$ cat config.mk
export PLATFORM = sky130hd
export DESIGN_NAME = fetch_unit_flat
export DESIGN_NICKNAME = d
export VERILOG_FILES = /design/src/rtl/rv_core_pkg.sv /design/src/rtl/fetch_unit_if.sv /design/src/rtl/fetch_pc_reg.sv /design/src/rtl/fetch_unit.sv /design/src/flat_wrapper.sv
export SDC_FILE = /design/constraint.sdc
export NUM_CORES = 1
export LEC_CHECK = 0
export ABC_AREA = 1
export CORE_UTILIZATION = 44
export CTS_CLUSTER_SIZE = 20
export DETAILED_ROUTE_END_ITERATION = 10
export PLACE_DENSITY = 0.81
export SYNTH_ARGS = -nofsm -noshare
export SYNTH_HDL_FRONTEND = slang
export SYNTH_SLANG_ARGS = --single-unit
export TNS_END_PERCENT = 20
$ cat constraint.sdc
create_clock -name clk -period 2.1 [get_ports clk]
set_input_delay 0.21 -clock clk [delete_from_list [all_inputs] [get_ports clk]]
set_output_delay 0.21 -clock clk [all_outputs]
set_load 0.005 [all_outputs]
$ cat src/rtl/rv_core_pkg.sv
// Shared core definitions: fetch FSM states and instruction-stream constants.
package rv_core_pkg;

  localparam int unsigned DEFAULT_XLEN = 32;
  localparam int unsigned INSTR_BYTES  = 4;
  localparam logic [31:0] NOP_INSTR    = 32'h0000_0013;

  typedef enum logic [1:0] {
    StReq,
    StWait,
    StHold
  } fetch_state_e;

endpackage

$ cat src/rtl/fetch_unit_if.sv
// Instruction-memory request/response and decode handoff signals of the fetch stage.
interface fetch_unit_if
  import rv_core_pkg::*;
#(
  parameter int unsigned XLEN = DEFAULT_XLEN
);

  logic            imem_req_valid;
  logic            imem_req_ready;
  logic [XLEN-1:0] imem_req_addr;
  logic            imem_rsp_valid;
  logic [XLEN-1:0] imem_rsp_data;
  logic            if_valid;
  logic            if_ready;
  logic [XLEN-1:0] if_pc;
  logic [XLEN-1:0] if_instr;

  // Fetch stage side.
  modport master (
    output imem_req_valid,
    output imem_req_addr,
    input  imem_req_ready,
    input  imem_rsp_valid,
    input  imem_rsp_data,
    output if_valid,
    output if_pc,
    output if_instr,
    input  if_ready
  );

  // Memory / decode side.
  modport slave (
    input  imem_req_valid,
    input  imem_req_addr,
    output imem_req_ready,
    output imem_rsp_valid,
    output imem_rsp_data,
    input  if_valid,
    input  if_pc,
    input  if_instr,
    output if_ready
  );

endinterface

$ cat src/rtl/fetch_pc_reg.sv
// Fetch program counter register with load enable and reset to the boot address.
module fetch_pc_reg
  import rv_core_pkg::*;
#(
  parameter int unsigned     XLEN     = DEFAULT_XLEN,
  parameter logic [XLEN-1:0] RESET_PC = '0
) (
  input  logic            clk,
  input  logic            rst_n,
  input  logic            load_i,
  input  logic [XLEN-1:0] pc_i,
  output logic [XLEN-1:0] pc_o
);

  logic [XLEN-1:0] pc_q;

  always_ff @(posedge clk or negedge rst_n) begin
    if (!rst_n) begin
      pc_q <= RESET_PC;
    end else if (load_i) begin
      pc_q <= pc_i;
    end
  end

  assign pc_o = pc_q;

endmodule

$ cat src/rtl/fetch_unit.sv
// Instruction fetch stage: one outstanding imem read, buffered handoff to decode, redirects.
module fetch_unit
  import rv_core_pkg::*;
#(
  parameter int unsigned     XLEN     = DEFAULT_XLEN,
  parameter logic [XLEN-1:0] RESET_PC = '0
) (
  input  logic            clk,
  input  logic            rst_n,
  fetch_unit_if.master    bus,
  input  logic            redirect_valid,
  input  logic [XLEN-1:0] redirect_pc,
  output logic [XLEN-1:0] fetch_pc
);

  fetch_state_e    state_q;
  logic            drop_q;
  logic            req_valid_q;
  logic            if_valid_q;
  logic [XLEN-1:0] if_pc_q;
  logic [XLEN-1:0] if_instr_q;

  logic            req_hs;
  logic            pc_load;
  logic [XLEN-1:0] pc_next;

  fetch_pc_reg #(
    .XLEN     (XLEN),
    .RESET_PC (RESET_PC)
  ) u_pc_reg (
    .clk    (clk),
    .rst_n  (rst_n),
    .load_i (pc_load),
    .pc_i   (pc_next),
    .pc_o   (fetch_pc)
  );

  // Redirect wins; otherwise the PC only moves when decode takes the held instruction.
  always_comb begin
    req_hs  = req_valid_q & bus.imem_req_ready;
    pc_load = redirect_valid | ((state_q == StHold) & bus.if_ready);
    pc_next = fetch_pc + XLEN'(INSTR_BYTES);
    if (redirect_valid) begin
      pc_next = redirect_pc & ~XLEN'(3);
    end
  end

  // req_valid is registered so the first request appears on the first edge out of reset.
  always_ff @(posedge clk or negedge rst_n) begin
    if (!rst_n) begin
      state_q     <= StReq;
      drop_q      <= 1'b0;
      req_valid_q <= 1'b0;
      if_valid_q  <= 1'b0;
      if_pc_q     <= '0;
      if_instr_q  <= XLEN'(NOP_INSTR);
    end else begin
      unique case (state_q)
        StReq: begin
          if (req_hs) begin
            state_q     <= StWait;
            req_valid_q <= 1'b0;
            drop_q      <= redirect_valid;
          end else begin
            req_valid_q <= 1'b1;
          end
        end
        StWait: begin
          if (redirect_valid) begin
            if (bus.imem_rsp_valid) begin
              state_q     <= StReq;
              req_valid_q <= 1'b1;
              drop_q      <= 1'b0;
            end else begin
              drop_q <= 1'b1;
            end
          end else if (bus.imem_rsp_valid) begin
            if (drop_q) begin
              state_q     <= StReq;
              req_valid_q <= 1'b1;
              drop_q      <= 1'b0;
            end else begin
              state_q    <= StHold;
              if_valid_q <= 1'b1;
              if_pc_q    <= fetch_pc;
              if_instr_q <= bus.imem_rsp_data;
            end
          end
        end
        StHold: begin
          if (redirect_valid || bus.if_ready) begin
            state_q     <= StReq;
            req_valid_q <= 1'b1;
            if_valid_q  <= 1'b0;
          end
        end
        default: begin
          state_q     <= StReq;
          req_valid_q <= 1'b1;
          if_valid_q  <= 1'b0;
          drop_q      <= 1'b0;
        end
      endcase
    end
  end

  assign bus.imem_req_valid = req_valid_q;
  assign bus.imem_req_addr  = fetch_pc;
  assign bus.if_valid       = if_valid_q;
  assign bus.if_pc          = if_pc_q;
  assign bus.if_instr       = if_instr_q;

endmodule

$ cat src/flat_wrapper.sv
// flat-port wrapper written by rule: the top's interface ports become plain ports
module fetch_unit_flat import rv_core_pkg::*;
#(
  parameter int unsigned     XLEN     = DEFAULT_XLEN,
  parameter logic [XLEN-1:0] RESET_PC = '0
)
  (clk, rst_n, redirect_valid, redirect_pc, fetch_pc, bus_imem_req_valid, bus_imem_req_addr, bus_imem_req_ready, bus_imem_rsp_valid, bus_imem_rsp_data, bus_if_valid, bus_if_pc, bus_if_instr, bus_if_ready);
  fetch_unit_if #(.XLEN(XLEN)) bus_i ();
  input  logic clk;
  input  logic rst_n;
  input  logic redirect_valid;
  input  logic [XLEN-1:0] redirect_pc;
  output logic [XLEN-1:0] fetch_pc;
  output wire logic [$bits(bus_i.imem_req_valid)-1:0] bus_imem_req_valid;
  output wire logic [$bits(bus_i.imem_req_addr)-1:0] bus_imem_req_addr;
  input wire logic [$bits(bus_i.imem_req_ready)-1:0] bus_imem_req_ready;
  input wire logic [$bits(bus_i.imem_rsp_valid)-1:0] bus_imem_rsp_valid;
  input wire logic [$bits(bus_i.imem_rsp_data)-1:0] bus_imem_rsp_data;
  output wire logic [$bits(bus_i.if_valid)-1:0] bus_if_valid;
  output wire logic [$bits(bus_i.if_pc)-1:0] bus_if_pc;
  output wire logic [$bits(bus_i.if_instr)-1:0] bus_if_instr;
  input wire logic [$bits(bus_i.if_ready)-1:0] bus_if_ready;
  assign bus_imem_req_valid = bus_i.imem_req_valid;
  assign bus_imem_req_addr = bus_i.imem_req_addr;
  assign bus_i.imem_req_ready = bus_imem_req_ready;
  assign bus_i.imem_rsp_valid = bus_imem_rsp_valid;
  assign bus_i.imem_rsp_data = bus_imem_rsp_data;
  assign bus_if_valid = bus_i.if_valid;
  assign bus_if_pc = bus_i.if_pc;
  assign bus_if_instr = bus_i.if_instr;
  assign bus_i.if_ready = bus_if_ready;
  fetch_unit #(.XLEN(XLEN), .RESET_PC(RESET_PC)) u_core (.clk(clk), .rst_n(rst_n), .bus(bus_i), .redirect_valid(redirect_valid), .redirect_pc(redirect_pc), .fetch_pc(fetch_pc));
endmodule
; Word-level counts from Yosys, hierarchy flattened
; Cells that the tools add are included.
[classes]
mux = 25
eq_ne = 9
bitwise = 7
n_addsub = 1
reduce_logical = 7
[ops]
columns = op, count
row1 = "adder 32 x 3 -> 32 bit, second input constant", 1
row2 = two-way mux 32 bit, 1
row3 = two-way mux 1 bit, 14
row4 = two-way mux 2 bit, 6
row5 = case mux 1 bit (3 select lines), 3
row6 = AND reduction 3 bit, 3
row7 = "!= test 2 bit, second input constant", 4
row8 = case mux 2 bit (3 select lines), 1
row9 = AND reduction 5 bit, 1
row10 = inverter 1 bit, 4
row11 = AND reduction 4 bit, 1
row12 = "!= test 3 x 2 -> 1 bit, second input constant", 1
row13 = "!= test 3 bit, second input constant", 1
row14 = bitwise AND 1 bit, 2
row15 = "== test 2 x 1 -> 1 bit, second input constant", 1
row16 = "== test 2 bit, second input constant", 1
row17 = logical NOT 2 bit, 1
row18 = "!= test 2 x 1 -> 1 bit, second input constant", 1
row19 = logical OR 1 bit, 1
row20 = OR 1 bit, 1
[word_totals]
in_bits = 70
output_inout_bits = 130
word_cells = 56
regBits = 101

; Longest topological paths before layout
; Gate-level depths: netlist of run 1.
[logic_depth]
word_depth = 4
mapped_depth = 10

; Hierarchy
; Synthesis of run 1 repeated with hierarchy kept, for this count alone.
[hier_totals]
hier_cells = 644
hier_area_um2 = 5383.9
[by_module_without_submodules]
columns = module, seq_area_each_um2, cells_per_inst, area_per_inst_um2, instances
row1 = fetch_unit, 1730.4, 508, 4091.4, 1
row2 = fetch_pc_reg, 800.8, 136, 1292.5, 1

; Least setup slack after synthesis of run 1
; OpenSTA, ideal clock, no wires.
[synth_path]
kind = register to register
start = reg u_core.u_pc_reg.pc_q[3] (netlist: u_core.u_pc_reg.pc_o[3])
end = reg u_core.u_pc_reg.pc_q[26] (netlist: u_core.u_pc_reg.pc_o[26])
setup_slack_ns = 0.487
arrival_time_ns = 1.497
stages_incl_launch_ff = 11
required_time_ns = 1.984
path_cell_list = dfrtp_1 > ha_1 > nand2_1 > nor2_1 > nand2_1 > nor2_1 > nand2_1 > nand2_1 > nand3_1 > nand2_1 > nand2_1
[synth_via]
elab_chain_len = 2
[synth_lines]
columns = item, line
row1 = start: declaration, fetch_pc_reg.sv:15  ; logic [XLEN-1:0] pc_q;
row2 = start signal: assignment, fetch_pc_reg.sv:21  ; pc_q <= pc_i;
row3 = adder 32 x 3 -> 32 bit, fetch_unit.sv:42  ; pc_next = fetch_pc + XLEN'(INSTR_BYTES);
row4 = two-way mux 32 bit, fetch_unit.sv:43  ; if (redirect_valid) begin
; No other way between the ends.
; A chain may end at the register's enable or synchronous reset.

; Final worst setup path of run 1
[layout_path]
start = reg u_core.u_pc_reg.pc_q[3] (netlist: u_core.u_pc_reg.pc_o[3])
end = reg u_core.u_pc_reg.pc_q[20] (netlist: u_core.u_pc_reg.pc_o[20])
; Same word-level chain as after synthesis.

==> results of run 1 <==
[layout make-up]
| type | count | share of cell area (%) |
|---|---|---|
| flip-flops and latches | 97 | 33.50 |
| multi-input cells | 486 | 28.76 |
| repair buffers | 209 | 28.55 |
| clock buffers | 10 | 3.293 |
| inverters | 52 | 2.690 |
| well taps | 140 | 2.414 |
| clock inverters | 6 | 0.7931 |
[power breakdown]
| part | switching [W] | internal (W) | leakage, nW |
|---|---|---|---|
| sequential | 0.000517 | 0.00258 | 1.18 |
| combinational | 0.00130 | 0.00182 | 2.11 |
| clock | 0.000690 | 0.000947 | 0.148 |
| total | 0.00251 | 0.00534 | 3.43 |
[flip-flops by register name, indices dropped and copies added (netlist names)]
name	flops
u_core.state_q	2
u_core.bus.if_pc	30
u_core.bus.if_instr	32
u_core.u_pc_reg.pc_o	30
u_core.drop_q	1
u_core.bus.if_valid	1
u_core.bus.imem_req_valid	1
[routing by layer]
layer | vias up | part of all wire (%) | track usage [%]
li1 | 2489 | - | -
met1 | 2434 | 39 | 31.29
met2 | 251 | 51 | 44.12
met3 | 35 | 8.0 | 5.335
met4 | 0 | 2.1 | 10.00
met5 | - | 0 | 0
[placed cells by master (no fill, tap or decap), types with 2 or more instances in the layout]
master	synthesis	final
a211oi_1	2	2
a21oi_1	10	10
a31oi_1	3	3
buf_12	0	2
buf_4	37	16
clkbuf_16	0	9
clkdlybuf4s50_1	0	190
clkinv_2	0	4
conb_1	1	6
dfrtp_1	94	94
dfstp_2	3	3
inv_1	50	50
inv_2	2	2
nand2_1	239	239
nand2_2	3	3
nand3_1	67	67
nand4_1	2	2
nor2_1	85	85
nor3_1	4	4
o211ai_1	5	5
o21ai_0	21	21
o21ai_1	28	28
o22ai_1	3	3
xor2_1	3	3
[worst max-delay path: stages (launching register included)]
cell and delay [ns]:
dfrtp_1 0.35, ha_1 0.17, nand2_1 0.07, nor2_1 0.29
nand2_1 0.23, nor2_1 0.34, nand3_1 0.14, nand2_1 0.09
nand2_1 0.05, nand2_1 0.05, nand2_1 0.04
[synthesized netlist by cell type]
master and instances:
nor3_4 1, a211oi_1 2, nand2_1 239, dfrtp_1 94
dfstp_2 3, xor2_1 3, o21ai_0 21, nand4_1 2
inv_2 2, clkbuf_1 6, a31oi_1 3, nand3_1 67
buf_1 2, ha_1 1, a21oi_1 10, conb_1 1
inv_1 50, o21ai_1 28, buf_6 1, o22ai_1 3
buf_4 37, nor2_2 1, buf_2 19, nor3_1 4
o211ai_1 5, nor2_1 85, nand2_2 3, a41oi_1 1
or2_1 1
[logic make-up after synthesis]
logic type / count (synthesis) / synth area share, %
compound gates: 73 / 7.715
other cells: 1 / 0.07340
flops: 97 / 47.59
fa+ha+maj: 1 / 0.2449
xor+xnor: 3 / 0.5144
simple gates: 403 / 31.94
buf+inv: 117 / 11.93
[through the flow]
stage	power [W]	hold WS, ns	util [%]	area [um^2]	worst slack, ns
6_report	0.007850	0.3572	65.51	7257	0.1584
5_1_grt	0.008370	0.4313	65.51	7257	0.001920
4_1_cts	0.007913	0.3707	65.51	7257	0.2033
3_5_place_dp	0.006246	0.1868	62.74	6950	0.2166
3_3_place_gp	0.006107	0.1838	62.74	6950	0.2538
2_1_floorplan	0.004289	-0.08559	-	5127	0.4868
[path summary, 6_finish.rpt]
kind	start	end	slack, ns	cells past startpoint
worst max-delay path	u_core.u_pc_reg.pc_o[3]	u_core.u_pc_reg.pc_o[20]	0.16	10
worst min-delay path	rst_n	u_core.bus.if_pc[23]	0.36	2
worst max register to register	u_core.u_pc_reg.pc_o[3]	u_core.u_pc_reg.pc_o[20]	0.16	10
worst min register to register	u_core.bus.if_instr[0]	u_core.bus.if_instr[0]	0.46	2
max in group asynchronous	rst_n	u_core.bus.if_instr[13]	1.09	3
min in group clk	bus_imem_rsp_data[1]	u_core.bus.if_instr[1]	0.41	3
[repair_timing]
action	4_1_cts	5_1_grt
hold buffers	1	0
resized for setup	0	0
hold endpoints to repair	29	0
==> metrics.csv, run 1 <==
metric,value,unit
status,completed,
number of global-route vias before repair,4923,
final clock skew,0.005146,ns
Longest Clk Path Bufs,2,
Post-CTS Setup Inserts,0,
RSZ-0062 raised after global routing,no,
sequential cell area,2431,um^2
initial antenna violation count,0,
Layout area overhead,42.05,%
Max IR drop VDD,0.0006890,V
clk_lat worst skew,0.34,ns
CP startpoint kind,flop,
Synth top area share,46.04,%
max-slew violations,0,
syn_area_per_cell,7.351,um^2
Post-Synthesis Cells,695,
DRT Pass-1 Iters,5,
CTS tree,yes,
synthesis-stage register bit count,97,
pwr dens,1082,nW/um^2
Critical Path AT,2.17,ns
HP Class,input port to asynchronous set/reset pin,
synth top area cells,"dfrtp_1, nand2_1, nand3_1",
Yosys cell types,29,
WS Path Type,flop to flop,
Post-Syn Area,5109,um^2
gpl congestion,0.9912,
hpwl dp,11050,um
Fillers,949,
CTS Buf Count,9,
vias,5209,
clk slew on worst S/H paths,0.06,ns
num rows,38,
Die X,109.8,um
Die ar.,12050,um^2
leakage,3.432,nW
DRC,0,
Multi-input gate area,2087,um^2
sequential-to-total area share from yosys stat,47.59,%
f_max,0.5150,GHz
Die Height,109.8,um
fin crit period,1.942,ns
routed length per instance,14.88,um
CP Data Required Time,2.33,ns
Antenna Nets Post-Route,0,
largest net degree at the start of global routing,59,
H-tree levels,3,
share of post-route cells with drive strength above 1,5.116,%
DR iter-0 viols,366,
Initial Utilization,46.11,%
Crit. End Element,flop,
gr ovfl total,0,
antenna cells,0,
clk root buf,clkbuf_16,
final hold vios,0,
crit path max fanout,4,
core area,11080,um^2
Nets,926,
first-pass GRT wire length,23650,um
cell taking the most area after synthesis,dfrtp_1,
Ys Warns,0,
CTS sink count,97,
DP Cell Count,983,
fin crit share,92.46,%
routed vias/inst,5.209,
Final setup viols,0,
setup TNS,0,ns
Post-Layout Cell Count,1000,
port bufs,191,
Max-cap violations,0,
WL final,14880,um
GRT Overall Usage,25.59,%
I/O pin cnt,200,
(Power assumes the default switching activity.)
==> run 2: changes to the inputs <==
--- a/config.mk
+++ b/config.mk
@@ -9,6 +9,7 @@
 export CORE_UTILIZATION = 44
 export CTS_CLUSTER_SIZE = 20
 export DETAILED_ROUTE_END_ITERATION = 10
+export GPL_ROUTABILITY_DRIVEN = 1
 export PLACE_DENSITY = 0.81
 export SYNTH_ARGS = -nofsm -noshare
 export SYNTH_HDL_FRONTEND = slang
==> results of run 2 <==
Final layout, timing and power as in run 1 (identical DEF).
